### src/rtl/conv_pkg.sv
// Shared fp16 helpers, constants and FSM state type for the convolution engine.
// fp16 ops round to nearest-even, flush subnormals to +0 and return +0 for every zero result.
package conv_pkg;

    localparam int          FP16_W    = 16;
    localparam logic [15:0] FP16_ZERO = 16'h0000;
    localparam logic [15:0] FP16_ONE  = 16'h3C00;
    localparam logic [15:0] FP16_QNAN = 16'h7E00;

    typedef enum logic [1:0] {
        ST_IDLE,
        ST_RUN,
        ST_REDUCE,
        ST_DONE
    } state_t;

    function automatic int ceil_div(input int num, input int den);
        return (num + den - 1) / den;
    endfunction

    function automatic logic [15:0] fp16_mul(input logic [15:0] a, input logic [15:0] b);
        logic        so;
        logic        a_zero, b_zero, a_inf, b_inf, a_nan, b_nan;
        logic [21:0] prod;
        logic [10:0] mant;
        logic        g, s;
        int          e;
        logic [15:0] r;
        so     = a[15] ^ b[15];
        a_zero = (a[14:10] == 5'd0);
        b_zero = (b[14:10] == 5'd0);
        a_inf  = (a[14:10] == 5'h1F) && (a[9:0] == 10'd0);
        b_inf  = (b[14:10] == 5'h1F) && (b[9:0] == 10'd0);
        a_nan  = (a[14:10] == 5'h1F) && (a[9:0] != 10'd0);
        b_nan  = (b[14:10] == 5'h1F) && (b[9:0] != 10'd0);
        prod   = 22'({1'b1, a[9:0]}) * 22'({1'b1, b[9:0]});
        e      = int'(a[14:10]) + int'(b[14:10]) - 15;
        if (prod[21]) begin
            mant = prod[21:11];
            g    = prod[10];
            s    = |prod[9:0];
            e    = e + 1;
        end else begin
            mant = prod[20:10];
            g    = prod[9];
            s    = |prod[8:0];
        end
        if (g && (s || mant[0])) begin
            if (&mant) begin
                mant = 11'h400;
                e    = e + 1;
            end else begin
                mant = mant + 11'd1;
            end
        end
        if (a_nan || b_nan || (a_inf && b_zero) || (b_inf && a_zero)) r = FP16_QNAN;
        else if (a_inf || b_inf)                                       r = {so, 5'h1F, 10'd0};
        else if (a_zero || b_zero)                                     r = FP16_ZERO;
        else if (e >= 31)                                              r = {so, 5'h1F, 10'd0};
        else if (e <= 0)                                               r = FP16_ZERO;
        else                                                           r = {so, e[4:0], mant[9:0]};
        return r;
    endfunction

    function automatic logic [15:0] fp16_add(input logic [15:0] a, input logic [15:0] b);
        logic        a_zero, b_zero, a_inf, b_inf, a_nan, b_nan;
        logic        swap, sx;
        logic [4:0]  ex, ey;
        logic [9:0]  fx, fy;
        logic [13:0] mx, my, m;
        logic [14:0] sum;
        logic [10:0] mant;
        int          d, e;
        logic [15:0] r;
        a_zero = (a[14:10] == 5'd0);
        b_zero = (b[14:10] == 5'd0);
        a_inf  = (a[14:10] == 5'h1F) && (a[9:0] == 10'd0);
        b_inf  = (b[14:10] == 5'h1F) && (b[9:0] == 10'd0);
        a_nan  = (a[14:10] == 5'h1F) && (a[9:0] != 10'd0);
        b_nan  = (b[14:10] == 5'h1F) && (b[9:0] != 10'd0);
        r      = FP16_ZERO;
        if (a_nan || b_nan || (a_inf && b_inf && (a[15] != b[15]))) r = FP16_QNAN;
        else if (a_inf)              r = {a[15], 5'h1F, 10'd0};
        else if (b_inf)              r = {b[15], 5'h1F, 10'd0};
        else if (a_zero && b_zero)   r = FP16_ZERO;
        else if (a_zero)             r = b;
        else if (b_zero)             r = a;
        else begin
            // Order operands by magnitude so the subtract path never goes negative.
            swap = (b[14:10] > a[14:10]) || ((b[14:10] == a[14:10]) && (b[9:0] > a[9:0]));
            sx   = swap ? b[15]    : a[15];
            ex   = swap ? b[14:10] : a[14:10];
            ey   = swap ? a[14:10] : b[14:10];
            fx   = swap ? b[9:0]   : a[9:0];
            fy   = swap ? a[9:0]   : b[9:0];
            mx   = {1'b1, fx, 3'b000};
            my   = {1'b1, fy, 3'b000};
            d    = int'(ex) - int'(ey);
            e    = int'(ex);
            if (d > 13)     my = 14'd1;
            else if (d > 0) my = (my >> d) | {13'd0, |(my & ((14'd1 << d) - 14'd1))};
            if (a[15] == b[15]) begin
                sum = {1'b0, mx} + {1'b0, my};
                if (sum[14]) begin
                    m = sum[14:1] | {13'd0, sum[0]};
                    e = e + 1;
                end else begin
                    m = sum[13:0];
                end
            end else begin
                m = mx - my;
                for (int i = 0; i < 13; i++) begin
                    if (!m[13] && (m != 14'd0)) begin
                        m = m << 1;
                        e = e - 1;
                    end
                end
            end
            mant = m[13:3];
            if (m[2] && ((|m[1:0]) || mant[0])) begin
                if (&mant) begin
                    mant = 11'h400;
                    e    = e + 1;
                end else begin
                    mant = mant + 11'd1;
                end
            end
            if (m == 14'd0)   r = FP16_ZERO;
            else if (e >= 31) r = {sx, 5'h1F, 10'd0};
            else if (e <= 0)  r = FP16_ZERO;
            else              r = {sx, e[4:0], mant[9:0]};
        end
        return r;
    endfunction

endpackage

### src/rtl/conv_mac_lane.sv
// One fp16 multiply-accumulate lane; acc updates one cycle after en.
module conv_mac_lane
    import conv_pkg::*;
(
    input  logic              clk,
    input  logic              reset,
    input  logic              clear,
    input  logic              en,
    input  logic [FP16_W-1:0] a,
    input  logic [FP16_W-1:0] w,
    output logic [FP16_W-1:0] acc
);

    logic [FP16_W-1:0] r_acc;

    // NOTE: sequential state uses <= so every register samples pre-edge values.
    always_ff @(posedge clk or posedge reset) begin
        if (reset)      r_acc <= FP16_ZERO;
        else if (clear) r_acc <= FP16_ZERO;
        else if (en)    r_acc <= fp16_add(r_acc, fp16_mul(a, w));
    end

    assign acc = r_acc;

endmodule

### src/rtl/conv_unit_par.sv
// fp16 convolution pixel engine: P MAC lanes over ceil(N/P) beats, then a serial
// bias-first reduction of the lane partials.
module conv_unit_par
    import conv_pkg::*;
#(
    parameter int DATA_WIDTH = 16,
    parameter int D          = 1,
    parameter int F          = 5,
    parameter int P          = 1
) (
    input  logic                        clk,
    input  logic                        reset,
    input  logic                        start,
    input  logic [D*F*F*DATA_WIDTH-1:0] image,
    input  logic [D*F*F*DATA_WIDTH-1:0] filter,
    input  logic [DATA_WIDTH-1:0]       bias,
    output logic                        busy,
    output logic                        done,
    output logic [DATA_WIDTH-1:0]       result
);

    localparam int N     = D * F * F;
    localparam int B     = ceil_div(N, P);
    localparam int SHIFT = P * DATA_WIDTH;
    localparam int MAXC  = (B > P) ? B : P;
    localparam int CNT_W = (MAXC > 1) ? $clog2(MAXC) : 1;

    state_t                  r_state, w_next;
    logic [N*DATA_WIDTH-1:0] r_img, r_flt;
    logic [DATA_WIDTH-1:0]   r_bias, r_tree, r_result;
    logic [CNT_W-1:0]        r_cnt;
    logic                    r_busy, r_done;

    logic                    w_capture, w_clear, w_en, w_reduce, w_last_beat, w_last_lane;
    logic [DATA_WIDTH-1:0]   w_acc [P];
    logic [DATA_WIDTH-1:0]   w_lane, w_sum;

    always_ff @(posedge clk or posedge reset) begin
        if (reset) r_state <= ST_IDLE;
        else       r_state <= w_next;
    end

    // NOTE: every always_comb output gets a default first, so no path can infer a latch.
    always_comb begin
        w_next      = r_state;
        w_capture   = 1'b0;
        w_clear     = 1'b0;
        w_en        = 1'b0;
        w_reduce    = 1'b0;
        w_last_beat = 1'b0;
        w_last_lane = 1'b0;
        unique case (r_state)
            ST_IDLE: begin
                if (start) begin
                    w_next    = ST_RUN;
                    w_capture = 1'b1;
                end
            end
            ST_RUN: begin
                // First RUN cycle only clears the lanes; beats follow once busy is up.
                if (!r_busy) begin
                    w_clear = 1'b1;
                end else begin
                    w_en = 1'b1;
                    if (r_cnt == CNT_W'(B - 1)) begin
                        w_last_beat = 1'b1;
                        w_next      = ST_REDUCE;
                    end
                end
            end
            ST_REDUCE: begin
                w_reduce = 1'b1;
                if (r_cnt == CNT_W'(P - 1)) begin
                    w_last_lane = 1'b1;
                    w_next      = ST_DONE;
                end
            end
            ST_DONE: w_next = ST_IDLE;
            default: w_next = ST_IDLE;
        endcase
    end

    always_comb begin
        w_lane = FP16_ZERO;
        for (int j = 0; j < P; j++) begin
            if (r_cnt == CNT_W'(j)) w_lane = w_acc[j];
        end
    end

    assign w_sum = fp16_add(r_tree, w_lane);

    // NOTE: the operand windows are pure data, so they carry no reset; the
    // left shift zero-fills, which supplies the padding elements past N.
    always_ff @(posedge clk) begin
        if (w_capture) begin
            r_img  <= image;
            r_flt  <= filter;
            r_bias <= bias;
        end else if (w_en) begin
            r_img <= r_img << SHIFT;
            r_flt <= r_flt << SHIFT;
        end
    end

    always_ff @(posedge clk or posedge reset) begin
        if (reset) begin
            r_busy   <= 1'b0;
            r_done   <= 1'b0;
            r_result <= FP16_ZERO;
            r_tree   <= FP16_ZERO;
            r_cnt    <= '0;
        end else begin
            r_done <= 1'b0;
            if (w_clear) begin
                r_busy <= 1'b1;
                r_cnt  <= '0;
            end
            if (w_en) begin
                if (w_last_beat) begin
                    r_cnt  <= '0;
                    r_tree <= r_bias;
                end else begin
                    r_cnt <= r_cnt + CNT_W'(1);
                end
            end
            if (w_reduce) begin
                if (w_last_lane) begin
                    r_result <= w_sum;
                    r_done   <= 1'b1;
                    r_busy   <= 1'b0;
                    r_cnt    <= '0;
                end else begin
                    r_tree <= w_sum;
                    r_cnt  <= r_cnt + CNT_W'(1);
                end
            end
        end
    end

    for (genvar j = 0; j < P; j++) begin : g_lane
        conv_mac_lane u_lane (
            .clk   (clk),
            .reset (reset),
            .clear (w_clear),
            .en    (w_en),
            .a     (r_img[(N-1-j)*DATA_WIDTH +: DATA_WIDTH]),
            .w     (r_flt[(N-1-j)*DATA_WIDTH +: DATA_WIDTH]),
            .acc   (w_acc[j])
        );
    end

    assign busy   = r_busy;
    assign done   = r_done;
    assign result = r_result;

endmodule

### config.mk
export PLATFORM = sky130hd
export DESIGN_NAME = conv_unit_par
export DESIGN_NICKNAME = d
export VERILOG_FILES = /design/src/rtl/conv_pkg.sv /design/src/rtl/conv_mac_lane.sv /design/src/rtl/conv_unit_par.sv
export SDC_FILE = /design/constraint.sdc
export NUM_CORES = 2
export LEC_CHECK = 0
export CAP_MARGIN = 20
export CELL_PAD_IN_SITES_DETAIL_PLACEMENT = 0
export CELL_PAD_IN_SITES_GLOBAL_PLACEMENT = 2
export CORE_MARGIN = 3
export CORE_UTILIZATION = 25
export DETAILED_ROUTE_END_ITERATION = 12
export PLACE_DENSITY = 0.59
export SYNTH_ARGS = -nofsm -noshare
export SYNTH_HDL_FRONTEND = slang
export SYNTH_SLANG_ARGS = --single-unit
### constraint.sdc
create_clock -name clk -period 30.4 [get_ports clk]
set_input_delay 7.6 -clock clk [delete_from_list [all_inputs] [get_ports clk]]
set_output_delay 7.6 -clock clk [all_outputs]
set_load 0.03 [all_outputs]
## Word-level counts from Yosys, hierarchy flattened

Index checks and enable logic that the tools add are counted.

- Word-level logic and storage cells: 864
- Input bits: 819
- RAM bits: 0
- ROM bits: 0
- Bits in latches: 0
- Memories kept: 0
- Register bits after elaboration: 873
- Output and inout bits: 18

- Order comparisons: 14
- Equality and inequality tests: 23
- Add/sub/neg operators: 46
- Reductions and logical operators: 155
- Divide/modulo/power cells: 0
- Mux-type cells: 603
- $mul: 1
- Bitwise logic cells: 7
- Shifts and indexed selects: 4

Operators with widths:

| cell | number |
|---|---|
| 32-bit 2-to-1 mux | 260 |
| 14-bit 2-to-1 mux | 254 |
| 400-bit 2-to-1 mux | 4 |
| 32-bit by 2-bit subtractor with 32-bit output, second input constant | 24 |
| 16-bit 2-to-1 mux | 32 |
| 14-bit nonzero test | 26 |
| 32-bit by 2-bit adder with 32-bit output, second input constant | 4 |
| 10-bit 2-to-1 mux | 10 |
| 32-bit by 6-bit greater-or-equal comparator with 1-bit output, second input constant | 3 |
| 32-bit by 1-bit less-or-equal comparator with 1-bit output, second input constant | 3 |
| 1-bit by 32-bit left shift with 14-bit output, first input constant | 2 |
| 14-bit by 32-bit right shift with 14-bit output | 2 |
| 10-bit logical NOT | 6 |
| 10-bit nonzero test | 6 |
| 14-bit by 1-bit OR with 14-bit output | 4 |
| 1-bit logical AND | 51 |
| 5-bit 2-to-1 mux | 9 |
| 5-bit == test, second input constant | 7 |
| 5-bit logical NOT | 7 |
| 11-bit 2-to-1 mux | 3 |
| 11-bit AND reduction | 3 |
| 32-bit by 1-bit > comparator with 1-bit output, second input constant | 1 |
| 32-bit by 5-bit > comparator with 1-bit output, second input constant | 1 |
| 32-bit by 5-bit subtractor with 32-bit output, second input constant | 1 |
| other kinds (42) | 130 |

## Depth between registers and ports, before layout

- Word-level depth: 220
- Gate-level depth with buffers: 133
- Mapped depth without buffers: 119

## By module

A second synthesis with hierarchy kept.

- Cell total of the unflattened synthesis: 10036
- Area, all modules: 79164.7 um2

By module, submodules not included:

| module | times used | seq. area each (um2) | cells each | area an instance (um2) |
|---|---|---|---|---|
| conv_unit_par | 1 | 25529.5 | 6350 | 54290.8 |
| conv_mac_lane | 1 | 400.4 | 3686 | 24873.9 |

## Worst setup path after synthesis

Ideal clock, no wire load.

- Kind: input to register
- Start point: input start
- End point: register r_flt[0] (enable)
- Path slack: 3.580 ns
- Stages: 4
- Data required time: 24.805 ns
- Setup time: 5.595 ns
- Arrival time: 21.225 ns
- Cells stage by stage: nand2_1 clkbuf_1 clkbuf_1 nand2_1

- Word-level cells in the longest chain between the ends: 3

Ends and longest elaborated chain:

| element | RTL line | text |
|---|---|---|
| from (decl) | conv_unit_par.sv:13 | `input logic start,` |
| 1-bit 2-to-1 mux | conv_unit_par.sv:54 | `if (start) begin` |
| 1-bit 2-to-1 mux | conv_unit_par.sv:52 | `unique case (r_state)` |
| 2-bit nonzero test (no line) | -- |  |
| to (signal assigned) | conv_unit_par.sv:97 | `r_flt <= filter;` |
| to (signal assigned) | conv_unit_par.sv:101 | `r_flt <= r_flt << SHIFT;` |
| to (decl) | conv_unit_par.sv:29 | `logic [N*DATA_WIDTH-1:0] r_img, r_flt;` |

Every way passes these cells.
A chain may end at the register's enable or synchronous reset.

## Worst setup path after layout

- Start point: register r_flt[391]
- End point: register g_lane[0].u_lane.r_acc[9]

- Word-level cells in the longest chain between the ends: 219
- Elaborated cells between the ends (all ways): 437
- Classes of those cells: add/sub: 22; mul: 1; order compare: 8; eq/ne: 5; shift: 2; mux: 324; bitwise: 3; reduce/logical: 72

Ends and longest elaborated chain:

| element | RTL line | text |
|---|---|---|
| branches (longest 15 deep; another with 32-bit by 2-bit adder with 32-bit output) | -- |  |
| 16-bit 2-to-1 mux (*) | conv_pkg.sv:56 | `if (a_nan \|\| b_nan \|\| (a_inf && b_zero) \|\| (b_inf && a_zero)) r = FP16_QNAN;` |
| 16-bit 2-to-1 mux (*) | conv_mac_lane.sv:20 | `else if (en) r_acc <= fp16_add(r_acc, fp16_mul(a, w));` |
| 16-bit 2-to-1 mux (*) | conv_mac_lane.sv:19 | `else if (clear) r_acc <= FP16_ZERO;` |
| branches (longest 201 deep; another with 14-bit by 1-bit subtractor with 14-bit output) | -- |  |
| to (signal assigned) | conv_mac_lane.sv:20 |  |
| to (decl) | conv_mac_lane.sv:14 | `logic [FP16_W-1:0] r_acc;` |

Mark *: on every way between the ends. The select of a mux whose other input is x is not followed.

==> results.ini <==
[status]
status=finished clean

[min_path]
hold_depth=2
hold_end=r_flt[41]$_DFFE_PP_
hold_path.class=flop to flop
hold_path_startpoint=r_flt[25]$_DFFE_PP_

[floorplanning]
dieWidth_microns=549
dieArea_sq_um=301000
ios=837
core-area_sq_um=292000
row_count=198
die-height_microns=549
start_util=0.252

[layout]
syn2layout_area_growth_pct=22.9
n_fill_cell=31350
fin_util=0.310
multi_input_comb_area_sq_um=45100
drive_above_1_share=0.0624
seqCellArea_sq_um=25900
nNetsFinal=11133

[detailed_routing]
post-route-drc-count=0
drtIter0Drc=5192
drtPass1Iterations=6
vias=71718
finalWirelength_mm=345
wl_per_cell_microns=24.6
ant_nets=0
viasPerCell=5.10

[run]
maxCapViolations=0

[timing]
setup_tns_ps=0
worst_pin_slew_ps=1200
slew_headroom=0.186
rsz0062_at_grt=false
fmax_ghz=0.0350
slew_violations=0
hold_slack_ps=386
min_period_ps=28550
layout_worst_path_cycle_share=0.939
skew_ps=146
setup_viol=0
hold_violations=0

[critical_path]
critPathMaxStageDelay_ps=660
setup.worst_path.start_class=flop
cpLargestDelayFamily=simple AND/OR/NAND/NOR gates
worst-r2r-cell-count=100
worstPathBufferInverterCount=10
required_ps=31110
cp_common_cell=nor2_1
r2r-end=g_lane[0].u_lane.acc[9]$_DFFE_PP0P_
criticalPathCategory=flop to flop
r2r_slack_ps=1850
slowest_stage=or4_1
end_kind=flop
cp_max_fo=19
cp.arrival_ps=29260
crit-reg2reg-launch=r_flt[391]$_DFFE_PP_

[synthesis]
ys_seq_area_frac=0.352
synthesis.nets=10395
synth_cells=9286
netlist_top_cells_area=edfxtp_1 (33%), nand2_1 (15%), xnor2_1 (4.0%)
synth_cell_type_count=147
ys_ff_latch=873
synth_flop_cell=edfxtp_1
synth_most_common_cell=nand2_1
synth_top_cell_by_area=edfxtp_1
yosys_warnings=0
synthTopCellsByCount=nand2_1 (2997), edfxtp_1 (816), nor2_1 (549), a21oi_1 (373), clkbuf_1 (365)
synth_top_cell_area_share=0.333
async_reset_ff_frac=0.0653
synth.avg_cell_area_sq_um=7.93
syn_area_sq_um=73600
synth-edff-count=816

[place]
dp_hpwl_mm=279
numPortBuffers=836
gp_congestion=0.880

[cts]
numCtsBuffers=111
cts.sinks=873
clock_path_buffers=4
root_buffer=clkbuf_16
clk_pin_slew_worst_paths_ps=60
postCtsHoldBufs=0
insertion_delay_ps=890
h-tree-depth=3
cts_tree=yes

[global_routing]
overflow=0
first_global_vias=72800
grt_max_degree=182
grt_pass1_wl_mm=501
antenna_found_initial=198
grt_usage=0.221

[layout by cell type (no fill, tap or decap), types with 114 or more instances in the layout]
cell type        instances
ha_1                   203
xnor2_1                334
inv_1                  285
clkdlybuf4s50_1        835
o21ai_0                283
nor3_1                 238
nand4_1                114
edfxtp_1               816
nand2_1               2995
nand3_1                280
xor2_1                 148
a21oi_1                370
nor4_1                 116
nor2_1                 549
and3_1                 132
buf_4                  212
[worst reg2reg max path, delay by kind of cell (launching register included)]
kind	cells	cell delay (ps)
xor+xnor	8	2130
fa+ha+maj	12	4950
simple gates	43	11340
compound gates	27	7240
flops	1	580
buf+inv	10	2270
[how the worst max path moves through the flow]
stage	start	endpoint	slack [ps]	cells after the start
6_report	r_flt[391]$_DFFE_PP_	g_lane[0].u_lane.acc[9]$_DFFE_PP0P_	1850	100
5_1_grt	r_img[389]$_DFFE_PP_	g_lane[0].u_lane.acc[6]$_DFFE_PP0P_	10	116
3_5_place_dp	r_flt[387]$_DFFE_PP_	g_lane[0].u_lane.acc[9]$_DFFE_PP0P_	930	98
4_1_cts	r_flt[387]$_DFFE_PP_	g_lane[0].u_lane.acc[9]$_DFFE_PP0P_	790	94
3_3_place_gp	r_flt[387]$_DFFE_PP_	g_lane[0].u_lane.acc[9]$_DFFE_PP0P_	770	93
2_1_floorplan	start	r_flt[0]$_SDFFCE_PN0P_	3580	4
[through the flow]
| stage | instance area [sq um] | setup slack [ps] | std cells |
|---|---|---|---|
| final | 90500 | 1850 | 14055 |
| after floorplan | 73600 | 3580 | 9286 |
| after detailed placement | 86800 | 933 | 13790 |
| after global routing | 90400 | 11.9 | 14022 |
| after CTS | 90100 | 791 | 13984 |
| after global placement | 86800 | 769 | 13788 |
[state kept, by name, summed over array words and instances, names as in the netlist]
name               cells
r_flt                400
r_img                400
g_lane.u_lane.acc     16
r_bias                16
r_tree                16
result                16
r_cnt                  5
r_state                2
busy                   1
done                   1
[routing by layer]
| metal | vias up | global-route usage | wire length, microns |
|---|---|---|---|
| li1 | 34561 | - | - |
| met1 | 34664 | 0.269 | 143000 |
| met2 | 1757 | 0.395 | 172000 |
| met3 | 552 | 0.0513 | 20600 |
| met4 | 184 | 0.0461 | 8010 |
| met5 | - | 0 | 1270 |
[layout make-up]
type | instances | area share
Sequential cell | 873 | 0.287
Clock inverter | 55 | 0.00415
Clock buffer | 139 | 0.0321
Multi-Input combinational cell | 7691 | 0.499
Antenna cell | 50 | 0.00138
Tap cell | 3900 | 0.0539
Inverter | 294 | 0.0123
Timing Repair Buffer | 1053 | 0.111
[cells by family after synthesis]
group,synth area share
and+or+nand+nor,0.309
xor gates and xnor gates,0.0621
muxes,0.0202
AOI/OAI and AO/OA,0.161
adders and majority gates,0.0582
DFF,0.352
buffers and inverters,0.0381
[what timing repair did]
item | in CTS | in global routing
setup buffers | 0 | 19
gates resized for setup | 0 | 20
setup endpoints to repair | 0 | 16
Power is not shown: default switching activity piles up to over one toggle a cycle in this logic, so the estimate is an artifact.
